`src/rtl/if_hart_fetch_if.sv`:
```
// Fetch-stage bundle: hart commands from ID/EX, EX redirect, instruction memory
// port and the IF/ID register outputs.
interface if_hart_fetch_if #(
    parameter int unsigned HART_ID_W = 2,
    parameter int unsigned WORD_W    = 32
);
    localparam int unsigned NUM_HARTS = 1 << HART_ID_W;

    logic                 stall;
    logic                 flush;
    logic                 br_taken;
    logic [HART_ID_W-1:0] br_hart_id;
    logic [WORD_W-1:0]    br_addr;
    logic                 id_hstart;
    logic [HART_ID_W-1:0] id_hs_id;
    logic [WORD_W-1:0]    id_hs_pc;
    logic                 id_hkill;
    logic                 id_hidle;
    logic [HART_ID_W-1:0] id_set_hid;
    logic [WORD_W-1:0]    imem_rd_data;
    logic [WORD_W-1:0]    imem_addr;
    logic                 imem_rd_en;
    logic [WORD_W-1:0]    if_pc;
    logic [WORD_W-1:0]    if_insn;
    logic                 if_en;
    logic [HART_ID_W-1:0] if_hart_id;
    logic [NUM_HARTS-1:0] hart_active;

    modport master (
        input  stall, flush, br_taken, br_hart_id, br_addr,
        input  id_hstart, id_hs_id, id_hs_pc, id_hkill, id_hidle, id_set_hid,
        input  imem_rd_data,
        output imem_addr, imem_rd_en,
        output if_pc, if_insn, if_en, if_hart_id, hart_active
    );

    modport slave (
        output stall, flush, br_taken, br_hart_id, br_addr,
        output id_hstart, id_hs_id, id_hs_pc, id_hkill, id_hidle, id_set_hid,
        output imem_rd_data,
        input  imem_addr, imem_rd_en,
        input  if_pc, if_insn, if_en, if_hart_id, hart_active
    );
endinterface

```
`src/rtl/if_hart_fetch.sv`:
```
// Multi-hart fetch stage: round-robin hart select, per-hart PC/state with
// start/kill/idle/redirect commands, and the IF/ID pipeline register.
module if_hart_fetch #(
    parameter int unsigned      HART_ID_W = 2,
    parameter int unsigned      WORD_W    = 32,
    parameter logic [WORD_W-1:0] RESET_PC = '0,
    parameter logic [WORD_W-1:0] NOP_INSN = 32'h0000_0013
) (
    input logic               clk_i,
    input logic               reset_i,
    if_hart_fetch_if.master   bus
);
    localparam int unsigned NUM_HARTS = 1 << HART_ID_W;

    logic [WORD_W-1:0]    pc_q [NUM_HARTS];
    logic [WORD_W-1:0]    pc_d [NUM_HARTS];
    logic [NUM_HARTS-1:0] active_q, active_d;
    logic [HART_ID_W-1:0] last_q, last_d;
    logic [WORD_W-1:0]    if_pc_q, if_pc_d;
    logic [WORD_W-1:0]    if_insn_q, if_insn_d;
    logic                 if_en_q, if_en_d;
    logic [HART_ID_W-1:0] if_hid_q, if_hid_d;

    logic [HART_ID_W-1:0] sel;
    logic [HART_ID_W-1:0] idx;
    logic                 found;
    logic                 any;
    logic [NUM_HARTS-1:0] hit;

    // Round-robin: scan last+1 .. last, the final step wrapping back onto last.
    always_comb begin
        sel   = '0;
        idx   = '0;
        found = 1'b0;
        any   = |active_q;
        for (int i = 1; i <= int'(NUM_HARTS); i++) begin
            idx = last_q + HART_ID_W'(i);
            if (!found && active_q[idx]) begin
                sel   = idx;
                found = 1'b1;
            end
        end
    end

    assign bus.imem_rd_en  = any & ~bus.stall;
    assign bus.imem_addr   = any ? pc_q[sel] : '0;
    assign bus.if_pc       = if_pc_q;
    assign bus.if_insn     = if_insn_q;
    assign bus.if_en       = if_en_q;
    assign bus.if_hart_id  = if_hid_q;
    assign bus.hart_active = active_q;

    always_comb begin
        pc_d      = pc_q;
        active_d  = active_q;
        last_d    = last_q;
        if_pc_d   = if_pc_q;
        if_insn_d = if_insn_q;
        if_en_d   = if_en_q;
        if_hid_d  = if_hid_q;
        hit       = '0;
        if (!bus.stall) begin
            for (int h = 0; h < int'(NUM_HARTS); h++) begin
                if (bus.id_hkill && bus.id_set_hid == HART_ID_W'(h)) begin
                    active_d[h] = 1'b0;
                    pc_d[h]     = RESET_PC;
                    hit[h]      = 1'b1;
                end else if (bus.id_hidle && bus.id_set_hid == HART_ID_W'(h)) begin
                    active_d[h] = 1'b0;
                    hit[h]      = 1'b1;
                end else if (bus.id_hstart && bus.id_hs_id == HART_ID_W'(h)) begin
                    active_d[h] = 1'b1;
                    pc_d[h]     = bus.id_hs_pc;
                    hit[h]      = 1'b1;
                end else if (bus.br_taken && bus.br_hart_id == HART_ID_W'(h)) begin
                    pc_d[h]     = bus.br_addr;
                    hit[h]      = 1'b1;
                end else if (sel == HART_ID_W'(h) && any && !bus.flush) begin
                    pc_d[h]     = pc_q[h] + WORD_W'(4);
                end
            end
            // A command landing on the selected hart overrides its fetch.
            if (bus.flush || !any || hit[sel]) begin
                if_pc_d   = '0;
                if_insn_d = NOP_INSN;
                if_en_d   = 1'b0;
                if_hid_d  = '0;
            end else begin
                if_pc_d   = pc_q[sel];
                if_insn_d = bus.imem_rd_data;
                if_en_d   = 1'b1;
                if_hid_d  = sel;
                last_d    = sel;
            end
        end
    end

    always_ff @(posedge clk_i or posedge reset_i) begin
        if (reset_i) begin
            for (int h = 0; h < int'(NUM_HARTS); h++) begin
                pc_q[h] <= (h == 0) ? RESET_PC : '0;
            end
            active_q  <= NUM_HARTS'(1);
            last_q    <= '1;
            if_pc_q   <= '0;
            if_insn_q <= NOP_INSN;
            if_en_q   <= 1'b0;
            if_hid_q  <= '0;
        end else begin
            pc_q      <= pc_d;
            active_q  <= active_d;
            last_q    <= last_d;
            if_pc_q   <= if_pc_d;
            if_insn_q <= if_insn_d;
            if_en_q   <= if_en_d;
            if_hid_q  <= if_hid_d;
        end
    end
endmodule

```
`src/flat_wrapper.sv`:
```
// flat-port wrapper written by rule: the top's interface ports become plain ports
module if_hart_fetch_flat 
#(
    parameter int unsigned      HART_ID_W = 2,
    parameter int unsigned      WORD_W    = 32,
    parameter logic [WORD_W-1:0] RESET_PC = '0,
    parameter logic [WORD_W-1:0] NOP_INSN = 32'h0000_0013
)
  (clk_i, reset_i, bus_stall, bus_flush, bus_br_taken, bus_br_hart_id, bus_br_addr, bus_id_hstart, bus_id_hs_id, bus_id_hs_pc, bus_id_hkill, bus_id_hidle, bus_id_set_hid, bus_imem_rd_data, bus_imem_addr, bus_imem_rd_en, bus_if_pc, bus_if_insn, bus_if_en, bus_if_hart_id, bus_hart_active);
  if_hart_fetch_if #(.HART_ID_W(HART_ID_W), .WORD_W(WORD_W)) bus_i ();
  input logic clk_i;
  input logic reset_i;
  input wire logic [$bits(bus_i.stall)-1:0] bus_stall;
  input wire logic [$bits(bus_i.flush)-1:0] bus_flush;
  input wire logic [$bits(bus_i.br_taken)-1:0] bus_br_taken;
  input wire logic [$bits(bus_i.br_hart_id)-1:0] bus_br_hart_id;
  input wire logic [$bits(bus_i.br_addr)-1:0] bus_br_addr;
  input wire logic [$bits(bus_i.id_hstart)-1:0] bus_id_hstart;
  input wire logic [$bits(bus_i.id_hs_id)-1:0] bus_id_hs_id;
  input wire logic [$bits(bus_i.id_hs_pc)-1:0] bus_id_hs_pc;
  input wire logic [$bits(bus_i.id_hkill)-1:0] bus_id_hkill;
  input wire logic [$bits(bus_i.id_hidle)-1:0] bus_id_hidle;
  input wire logic [$bits(bus_i.id_set_hid)-1:0] bus_id_set_hid;
  input wire logic [$bits(bus_i.imem_rd_data)-1:0] bus_imem_rd_data;
  output wire logic [$bits(bus_i.imem_addr)-1:0] bus_imem_addr;
  output wire logic [$bits(bus_i.imem_rd_en)-1:0] bus_imem_rd_en;
  output wire logic [$bits(bus_i.if_pc)-1:0] bus_if_pc;
  output wire logic [$bits(bus_i.if_insn)-1:0] bus_if_insn;
  output wire logic [$bits(bus_i.if_en)-1:0] bus_if_en;
  output wire logic [$bits(bus_i.if_hart_id)-1:0] bus_if_hart_id;
  output wire logic [$bits(bus_i.hart_active)-1:0] bus_hart_active;
  assign bus_i.stall = bus_stall;
  assign bus_i.flush = bus_flush;
  assign bus_i.br_taken = bus_br_taken;
  assign bus_i.br_hart_id = bus_br_hart_id;
  assign bus_i.br_addr = bus_br_addr;
  assign bus_i.id_hstart = bus_id_hstart;
  assign bus_i.id_hs_id = bus_id_hs_id;
  assign bus_i.id_hs_pc = bus_id_hs_pc;
  assign bus_i.id_hkill = bus_id_hkill;
  assign bus_i.id_hidle = bus_id_hidle;
  assign bus_i.id_set_hid = bus_id_set_hid;
  assign bus_i.imem_rd_data = bus_imem_rd_data;
  assign bus_imem_addr = bus_i.imem_addr;
  assign bus_imem_rd_en = bus_i.imem_rd_en;
  assign bus_if_pc = bus_i.if_pc;
  assign bus_if_insn = bus_i.if_insn;
  assign bus_if_en = bus_i.if_en;
  assign bus_if_hart_id = bus_i.if_hart_id;
  assign bus_hart_active = bus_i.hart_active;
  if_hart_fetch #(.HART_ID_W(HART_ID_W), .WORD_W(WORD_W), .RESET_PC(RESET_PC), .NOP_INSN(NOP_INSN)) u_core (.clk_i(clk_i), .reset_i(reset_i), .bus(bus_i));
endmodule
```
`config.mk`:
```
export PLATFORM = sky130hd
export DESIGN_NAME = if_hart_fetch_flat
export DESIGN_NICKNAME = d
export VERILOG_FILES = /design/src/rtl/if_hart_fetch_if.sv /design/src/rtl/if_hart_fetch.sv /design/src/flat_wrapper.sv
export SDC_FILE = /design/constraint.sdc
export NUM_CORES = 1
export LEC_CHECK = 0
export CORE_AREA = 3 3 160 162
export DETAILED_ROUTE_END_ITERATION = 12
export DIE_AREA = 0 0 163 165
export PLACE_DENSITY = 0.91
export SYNTH_ARGS = -nofsm -noshare
export SYNTH_HDL_FRONTEND = slang
export SYNTH_SLANG_ARGS = --single-unit
export TNS_END_PERCENT = 5
```
`constraint.sdc`:
```
create_clock -name clk_i -period 12.85 [get_ports clk_i]
set_input_delay 1.285 -clock clk_i [delete_from_list [all_inputs] [get_ports clk_i]]
set_output_delay 1.285 -clock clk_i [all_outputs]
set_load 0.05 [all_outputs]
```
* Yosys cells after proc, flatten, opt, wreduce, memory -nomap -nowiden
Index checks and enable logic that the tools add are counted.
Storage, ports and cells: output and inout port bits 104, bits of input ports 110, register bits 201
Cells by class: add/sub/neg operators 7, bitwise logic cells 4, equal/unequal tests 16, reductions and logical operators 56, multiplexer cells 77, magnitude comparators 6
Operator list (number):
- $mux 32 | 25
- $add 32x3->32 const B | 4
- $bmux 32 s2 | 1
- $mux 1 | 41
- $logic_and 1x1->1 | 27
- $eq 2x2->1 const B | 8
- $reduce_bool 4->1 | 4
- $lt 2x3->1 const B | 5
- $reduce_and 3->1 | 4
- $reduce_bool 3->1 | 4
- $bmux 1 s2 | 5
- $mux 2 | 5
- $reduce_and 2->1 | 5
- $eq 2x1->1 const B | 4
- $logic_not 2->1 | 4
- $ne 2x1->1 const B | 4
- $logic_not 1->1 | 5
- $add 2x2->2 const B | 2
- $reduce_or 4->1 | 1
- $ge 3x3->1 const B | 1
- $not 2->3 | 1
- $add 2x1->2 const B | 1
- $logic_or 1x1->1 | 2
- $not 1->1 | 2
- $and 1x1->1 | 1

* Depth between registers and ports, before layout
Gate-level depths: netlist (run 1).
depth in word-level cells 21, depth in mapped cells 10, depth with buffers taken out 7

* Worst setup path after synthesis (run 1)
OpenSTA, ideal clock, no wires.
path type reg2out, from register u_core.active_q[3] (netlist: u_core.bus.hart_active[3]), to output bus_imem_addr[13], cell stages (with the launch flop) 8, slack 8.703 ns, data arrival time 2.862 ns, cell sequence dfrtp_1 > and3b_1 > o31a_1 > clkbuf_1 > clkbuf_1 > nand2_1 > a31oi_1 > nor2b_1
On the way: longest elaborated chain between the ends 17, elaborated cells between the ends (all ways) 27
RTL lines:
- start, declared | line if_hart_fetch.sv:17 | logic [NUM_HARTS-1:0] active_q, active_d;
- start signal, assigned | line if_hart_fetch.sv:111 | active_q <= active_d;
- $bmux 1 s2 | line if_hart_fetch.sv:38 | if (!found && active_q[idx]) begin
- $mux 1 (not written as such) | line if_hart_fetch.sv:38
- $mux 1 | line if_hart_fetch.sv:38
- $logic_not 1->1 | line if_hart_fetch.sv:38
- $logic_and 1x1->1 | line if_hart_fetch.sv:38
- $mux 1 | line if_hart_fetch.sv:38
- $logic_not 1->1 | line if_hart_fetch.sv:38
- $logic_and 1x1->1 | line if_hart_fetch.sv:38
- $mux 1 | line if_hart_fetch.sv:38
- $logic_not 1->1 | line if_hart_fetch.sv:38
- $logic_and 1x1->1 | line if_hart_fetch.sv:38
- $mux 2 | line if_hart_fetch.sv:38
- $not 2->3 (not written as such) | line if_hart_fetch.sv:46 | assign bus.imem_addr = any ? pc_q[sel] : '0;
- $bmux 32 s2 | line if_hart_fetch.sv:46
- $mux 32 (not written as such) (2 in series) | line if_hart_fetch.sv:46
- $mux 32 (*) | line if_hart_fetch.sv:46
- end, declared | line flat_wrapper.sv:25 | output wire logic [$bits(bus_i.imem_addr)-1:0] bus_imem_addr;
Mark *: on every way between the ends. The rest lies on a longest branch, timed or not. The select of a mux whose other input is x is not followed.

* Final worst setup path (run 1)
from register u_core.active_q[0] (netlist: u_core.bus.hart_active[0]), to output bus_imem_addr[14]
The elaborated chain is that of the path after synthesis.

==> reports/qor.txt, run 1 <==
Status: finished clean
Crit path buf inv count: 2
WP depth: 8
Final WL: 58.4 mm
Synthesis-stage register bit count: 201
Clk Tree Root Cell: clkbuf_16
Latest clock arrival within the worst-skew pair: 0.54 ns
Setup ws final: 7.50 ns
PortBufs: 213
Top-level I/O count: 214
TNS Setup: 0 ns
Drt via density: 7.43
Worst path max stage delay: 0.81 ns
Clock-pin slew on the worst setup and hold paths: 0.06 ns
Synthesis-to-finish area growth: 21.7%
Sequential fraction of the synthesis area: 35.9%
Routed wire per std cell: 27.1 microns
Critical path's top delay family: buffers and inverters
Initial DRC Count: 3010
Final setup violating endpoints: 0
Layout cell share with drive strength beyond 1: 7.39%
Share of the synthesized area in the top cell type: 34.8%
Power, Total: 4.00 mW
Syn Inst Count: 1681
CP max stage cell: clkdlybuf4s50_1
Fmax: 0.187 GHz
Pleak: 6.69 nW
CTS Sinks: 201
Setup bufs post-CTS: 0
R2R Path Start: u_core.bus.hart_active[0]
RSZ-0062 raised after global routing: no
Layout filler cell count: 1951
Crit path cell chain: a21oi_1 > o31ai_4 > buf_4 > and2_1 > a211oi_1 > a21oi_1 > nor2b_1 > clkdlybuf4s50_1
Largest net degree at the start of global routing: 125
WP data arrival: 4.07 ns
First-pass GRT wire length: 88.0 mm
Max Clock Skew: 0.0214 ns
Fin crit period: 5.35 ns
Vias in the first global route: 14900
Hold Slack: 0.485 ns
Die X-Extent: 163 microns
ANT nets after route: 0
Worst Tran Pin Value: 1.22 ns
Crit Path Category: reg -> out
Post-cts resize count: 0
VDD IR max: 193 uV
Storage cell area: 0.00504 sq mm
Syn_nets: 1795
R2R depth: 8
Ys flop type: dfrtp_1
CTS tree: done
Detailed placement HPWL: 41.1 mm
Post-Syn Area: 0.0140 sq mm
TritonRoute pass-1 iters: 7
Crit. Startpoint: u_core.bus.hart_active[0]
Initial antenna violation count: 2
Setup Slack @ Placement: 7.97 ns
Die Height: 165 microns
DRC: 0
CTS Buffer Depth: 3
Slew Viols, Final: 0
Yosys warnings: 0
Global Route Usage Sum: 41.8%
Hold Path Origin: u_core.pc_q[32]
Area of the multi-input gates: 0.00841 sq mm
Top post-synthesis cells by area: dfrtp_1 (35%), a32o_1 (5.0%), a21oi_1 (4.9%), nand2_1 (3.7%), o21ai_0 (3.6%)
CTS buffer count: 24
Post-synth EDFFs: 0
Core Area: 0.0242 sq mm
Syn avg cell area: 8.35 sq um
Critical path endpoint category: primary output
Hold Crit Depth: 2
Hold_buf cts: 0
Via Count: 16000
Fin crit share: 41.6%
Startpoint types: register
Number of cell rows: 57
Area of the die: 0.0269 sq mm
Hold Crit Class: reg -> reg
Final nets: 1923
H-tree lvl count: 1
Most used cell, CP: a21oi_1
Slew HR: 18.8%
Final Hold Viols: 0
Cell variety after synth: 81
Starting Density: 57.9%
Overflow after GRT: 0
Worst Path Required: 11.56 ns
Routability Congestion: 1.06
Worst-path fanout max: 59
Max-cap violation count: 0
Async SR Flop Fraction: 100%
Dominant cell type by area after synthesis: dfrtp_1
Pwr Density: 234 mW/mm^2
==> cells by family (layout without fill, tap and decap cells) <==
group                      after synthesis  in the layout  share of synthesized area, %
muxes                                   51             51                          3.79
and+or+nand+nor                        586            586                          20.9
DFF                                    201            201                          35.9
buffers and inverters                  159            304                          4.58
xor gates and xnor gates                24             24                          1.50
AOI/OAI and AO/OA                      656            656                          33.0
adders and majority gates                4              4                         0.357
other                                    0              1                             0
==> final cells by class <==
cell class	count	area share [%]
repair buffers	246	13.9
flip-flops and latches	201	29.5
multi-input cells	1321	49.3
inverters	15	0.374
clock buffers	33	4.07
clock inverters	10	0.513
well taps	324	2.37
diodes	1	0.0146
==> Yosys cell counts (7+ instances only) <==
cell / instances
a211o_1: 8
a211oi_1: 64
a21o_1: 8
a21oi_1: 138
a221o_1: 7
a22o_1: 17
a22oi_1: 16
a2bb2oi_1: 8
a31o_2: 8
a31oi_1: 50
a32o_1: 70
and2_1: 40
and3_1: 21
and4_1: 13
buf_1: 10
buf_2: 19
clkbuf_1: 109
dfrtp_1: 195
inv_1: 15
mux2_2: 17
mux2i_1: 34
nand2_1: 140
nand2b_1: 10
nand3_1: 78
nand4_1: 22
nor2_1: 134
nor2b_1: 40
nor3_1: 35
nor3b_1: 7
nor4_1: 9
o211ai_1: 20
o21a_1: 7
o21ai_0: 102
o221ai_1: 12
o22ai_1: 15
o31ai_1: 47
or3_1: 7
xnor2_1: 12
xor2_1: 12
==> layout by cell type, fill, tap and decap left out, types with 9 or more instances in the layout <==
master / instances
nand3_1: 78
nor3_1: 35
nand2b_1: 10
a211oi_1: 64
xor2_1: 12
a21oi_1: 138
dfrtp_1: 195
clkdlybuf4s50_1: 212
nor2b_1: 40
nand4_1: 22
a32o_1: 70
a22oi_1: 16
a22o_1: 17
mux2i_1: 34
nor4_1: 9
a31oi_1: 49
o211ai_1: 20
nor2_1: 132
and2_1: 40
buf_4: 33
and3_1: 21
o22ai_1: 15
clkbuf_16: 25
o31ai_1: 47
xnor2_1: 12
o21ai_0: 102
o221ai_1: 12
mux2_2: 17
inv_1: 14
nand2_1: 140
and4_1: 13
==> report_power, final <==
group | internal (mW) | switching [mW] | total [mW]
combinational | 0.735 | 1.35 | 2.09
clock | 0.399 | 0.290 | 0.689
sequential | 0.871 | 0.355 | 1.23
total | 2.00 | 2.00 | 4.00
==> sequential cells by signal, summed over array words and instances, names as in the netlist <==
register / cells
u_core.last_q: 2
u_core.bus.if_insn: 32
u_core.bus.if_en: 1
u_core.bus.hart_active: 4
u_core.bus.if_hart_id: 2
u_core.bus.if_pc: 32
u_core.pc_q: 128
==> worst paths after layout <==
path | endpoint | slack, ns
worst max register to register | u_core.pc_q[122] | 9.09
min in group asynchronous | u_core.bus.if_insn[24] | 1.37
worst min register to register | u_core.pc_q[32] | 0.48
worst max-delay path | bus_imem_addr[14] | 7.50
worst min-delay path | u_core.pc_q[32] | 0.48
max in group asynchronous | u_core.pc_q[53] | 9.88
==> layer usage <==
metal | routed length, microns | track usage [%] | vias up | share of wire [%]
met1 | 20300 | 55.6 | 7457 | 35
met4 | 3010 | 17.5 | 2 | 5.2
met3 | 10200 | 14.8 | 308 | 17
met5 | 19 | 0 | - | 0.033
met2 | 24900 | 62.2 | 1492 | 43
li1 | - | - | 6721 | -
==> metrics by stage <==
| step | util, % | instances | instance area (sq um) |
|---|---|---|---|
| 3_5_place_dp | 67.2 | 2107 | 16300 |
| 6_report | 70.4 | 2151 | 17100 |
| 4_1_cts | 70.4 | 2150 | 17100 |
| 2_1_floorplan | - | 1681 | 14000 |
| 5_1_grt | 70.4 | 2151 | 17100 |
| 3_3_place_gp | 67.2 | 2107 | 16300 |
==> worst register-to-register path, stage by stage, from the launching register on <==
cell and delay [ns]:
dfstp_2 0.63, nor4_4 0.07, buf_4 0.25, nor2_4 0.14, buf_4 0.62, o2111ai_2 0.44
a221o_1 0.86, a31o_2 0.42, a32o_1 0.21
No activity file was read; power rests on OpenSTA's default activity.
==> inputs of run 2 (changes only) <==
--- a/config.mk
+++ b/config.mk
@@ -5,10 +5,10 @@
 export SDC_FILE = /design/constraint.sdc
 export NUM_CORES = 1
 export LEC_CHECK = 0
-export CORE_AREA = 3 3 160 162
+export CORE_AREA = 3 3 163 165
 export DETAILED_ROUTE_END_ITERATION = 12
-export DIE_AREA = 0 0 163 165
-export PLACE_DENSITY = 0.91
+export DIE_AREA = 0 0 166 168
+export PLACE_DENSITY = 0.88
 export SYNTH_ARGS = -nofsm -noshare
 export SYNTH_HDL_FRONTEND = slang
 export SYNTH_SLANG_ARGS = --single-unit
==> constraint.sdc (replaced) <==
create_clock -name clk_i -period 5.6 [get_ports clk_i]
set_input_delay 0.56 -clock clk_i [delete_from_list [all_inputs] [get_ports clk_i]]
set_output_delay 0.56 -clock clk_i [all_outputs]
set_load 0.05 [all_outputs]
==> reports/qor.txt, run 2 (synthesis results as in run 1) <==
CTS buffer count: 24
H-tree lvl count: 1
CTS Buffer Depth: 3
CP max stage cell: clkdlybuf4s50_1
Hold_buf cts: 0
Startpoint types: register
Number of cell rows: 58
Starting Density: 55.7%
Die Height: 168 microns
Max Clock Skew: 0.0191 ns
Worst Path Required: 5.04 ns
Crit Path Category: reg -> out
Max-cap violation count: 0
Sw Share: 49.2%
Layout cell share with drive strength beyond 1: 7.86%
VDD IR max: 594 uV
Clock-pin slew on the worst setup and hold paths: 0.07 ns
DP Area: 0.0164 sq mm
Slew Viols, Final: 0
Critical path endpoint category: primary output
Final instance area: 0.0173 sq mm
CTS Sinks: 201
Area of the die: 0.0279 sq mm
Overflow after GRT: 0
Max reg flops: 128
Hold Crit Class: reg -> reg
Final Hold Viols: 0
Internal power: 4.78 mW
Power, Total: 9.40 mW
DRC: 0
Top reg by flops: u_core.pc_q
Core Area: 0.0252 sq mm
Vias in the first global route: 14800
Die X-Extent: 166 microns
WP data arrival: 4.00 ns
PortBufs: 213
CTS tree: done
Clock share of power: 18.7%
Slew HR: 26.0%
Reg power frac: 30.1%
Most common cell after layout, fill and taps aside: clkdlybuf4s50_1
Final nets: 1929
Sw Pwr: 4.62 mW
Fin crit share: 81.4%
Pleak: 6.76 nW
ANT nets after route: 0
Synthesis-to-finish area growth: 22.9%
TritonRoute pass-1 iters: 9
Initial antenna violation count: 4
Post-cts resize count: 0
Global Route Usage Sum: 41.0%
Routability Congestion: 1.09
Latest clock arrival within the worst-skew pair: 0.55 ns
Top-level I/O count: 214
Final setup violating endpoints: 0
Combinational share of power: 51.2%
Fin crit period: 4.56 ns
RSZ-0062 raised after global routing: no
Layout filler cell count: 1979
Detailed placement HPWL: 43.3 mm
Flop2flop setup slack: 1.73 ns
Pwr Density: 545 mW/mm^2
Status: finished clean
Drt via density: 7.31
Routed wire per std cell: 27.7 microns
Initial DRC Count: 2766
Most frequent cells in the layout: clkdlybuf4s50_1 (212), dfrtp_1 (195), nand2_1 (140)
Crit path cell chain: nor2b_1 > o31a_2 > buf_4 > a211oi_1 > a31oi_1 > nor2b_1 > clkdlybuf4s50_1
Most used cell, CP: nor2b_1
Clk Tree Root Cell: clkbuf_16
Via Count: 15800
Fmax: 0.219 GHz
Setup bufs post-CTS: 0
Worst path max stage delay: 0.83 ns
Worst-path fanout max: 35
TNS Setup: 0 ns
First-pass GRT wire length: 90.8 mm
Final WL: 60.0 mm
Worst Tran Pin Value: 1.10 ns
Largest net degree at the start of global routing: 149
-- run 2: cell count changes in the layout (fill, tap and decap cells not counted), sizes merged --
cell / change
clkinvlp: +2
buf: +6
clkinv: -4
bufinv: +3
-- run 2: path summary, 6_finish.rpt --
path | startpoint | to | cells after the start
hold / removal | u_core.bus.if_hart_id[1] | u_core.bus.if_hart_id[1] | 1
setup reg to reg | u_core.last_q[0] | u_core.pc_q[36] | 7
max in group asynchronous | reset_i | u_core.bus.if_insn[19] | 4
setup / recovery | u_core.last_q[0] | bus_imem_addr[9] | 7
min in group asynchronous | reset_i | u_core.bus.if_pc[3] | 3
hold reg to reg | u_core.bus.if_hart_id[1] | u_core.bus.if_hart_id[1] | 1
-- run 2: per-stage QoR --
stage	worst slack, ns	util [%]	hold WS [ns]	instances
4_1_cts	1.11	68.5	0.483	2163
3_5_place_dp	1.61	65.0	0.468	2119
5_1_grt	0.967	68.5	0.499	2163
3_3_place_gp	1.70	65.0	0.465	2119
2_1_floorplan	2.18	-	0.448	1681
6_report	1.04	68.5	0.480	2164
-- run 2: layout make-up --
type	instances	area (sq um)	area share, %
multi-input combinational	1321	8410	48.8
sequential	201	5040	29.2
timing repair buffer	252	2440	14.2
clock buffer	33	716	4.15
tap	330	413	2.39
clock inverter	11	166	0.964
inverter	15	60.1	0.348
antenna	1	2.50	0.0145
-- run 2: worst max-delay path, delay by kind of cell (launching register included) --
family | cells | cell delay, ns
AOI/OAI and AO/OA | 3 | 1.15
buffers and inverters | 2 | 1.20
DFF | 1 | 0.58
and+or+nand+nor | 2 | 0.51
-- run 2: per-layer routing --
layer	GRT usage, %	vias to the layer above	wire (microns)
met4	11.7	6	2190
met1	55.8	7422	21800
met3	13.8	229	9880
li1	-	6752	-
met2	62.9	1403	26100
met5	0	-	72
-- run 2: power by group through the flow --
stage	clock network [mW]	registers, mW	logic, mW
finish	1.76	2.83	4.81
global route	1.81	2.86	5.03
CTS	1.76	2.75	4.72
detailed placement	0	2.77	4.69
global placement	0	2.75	4.62
floorplan	0	3.02	2.68
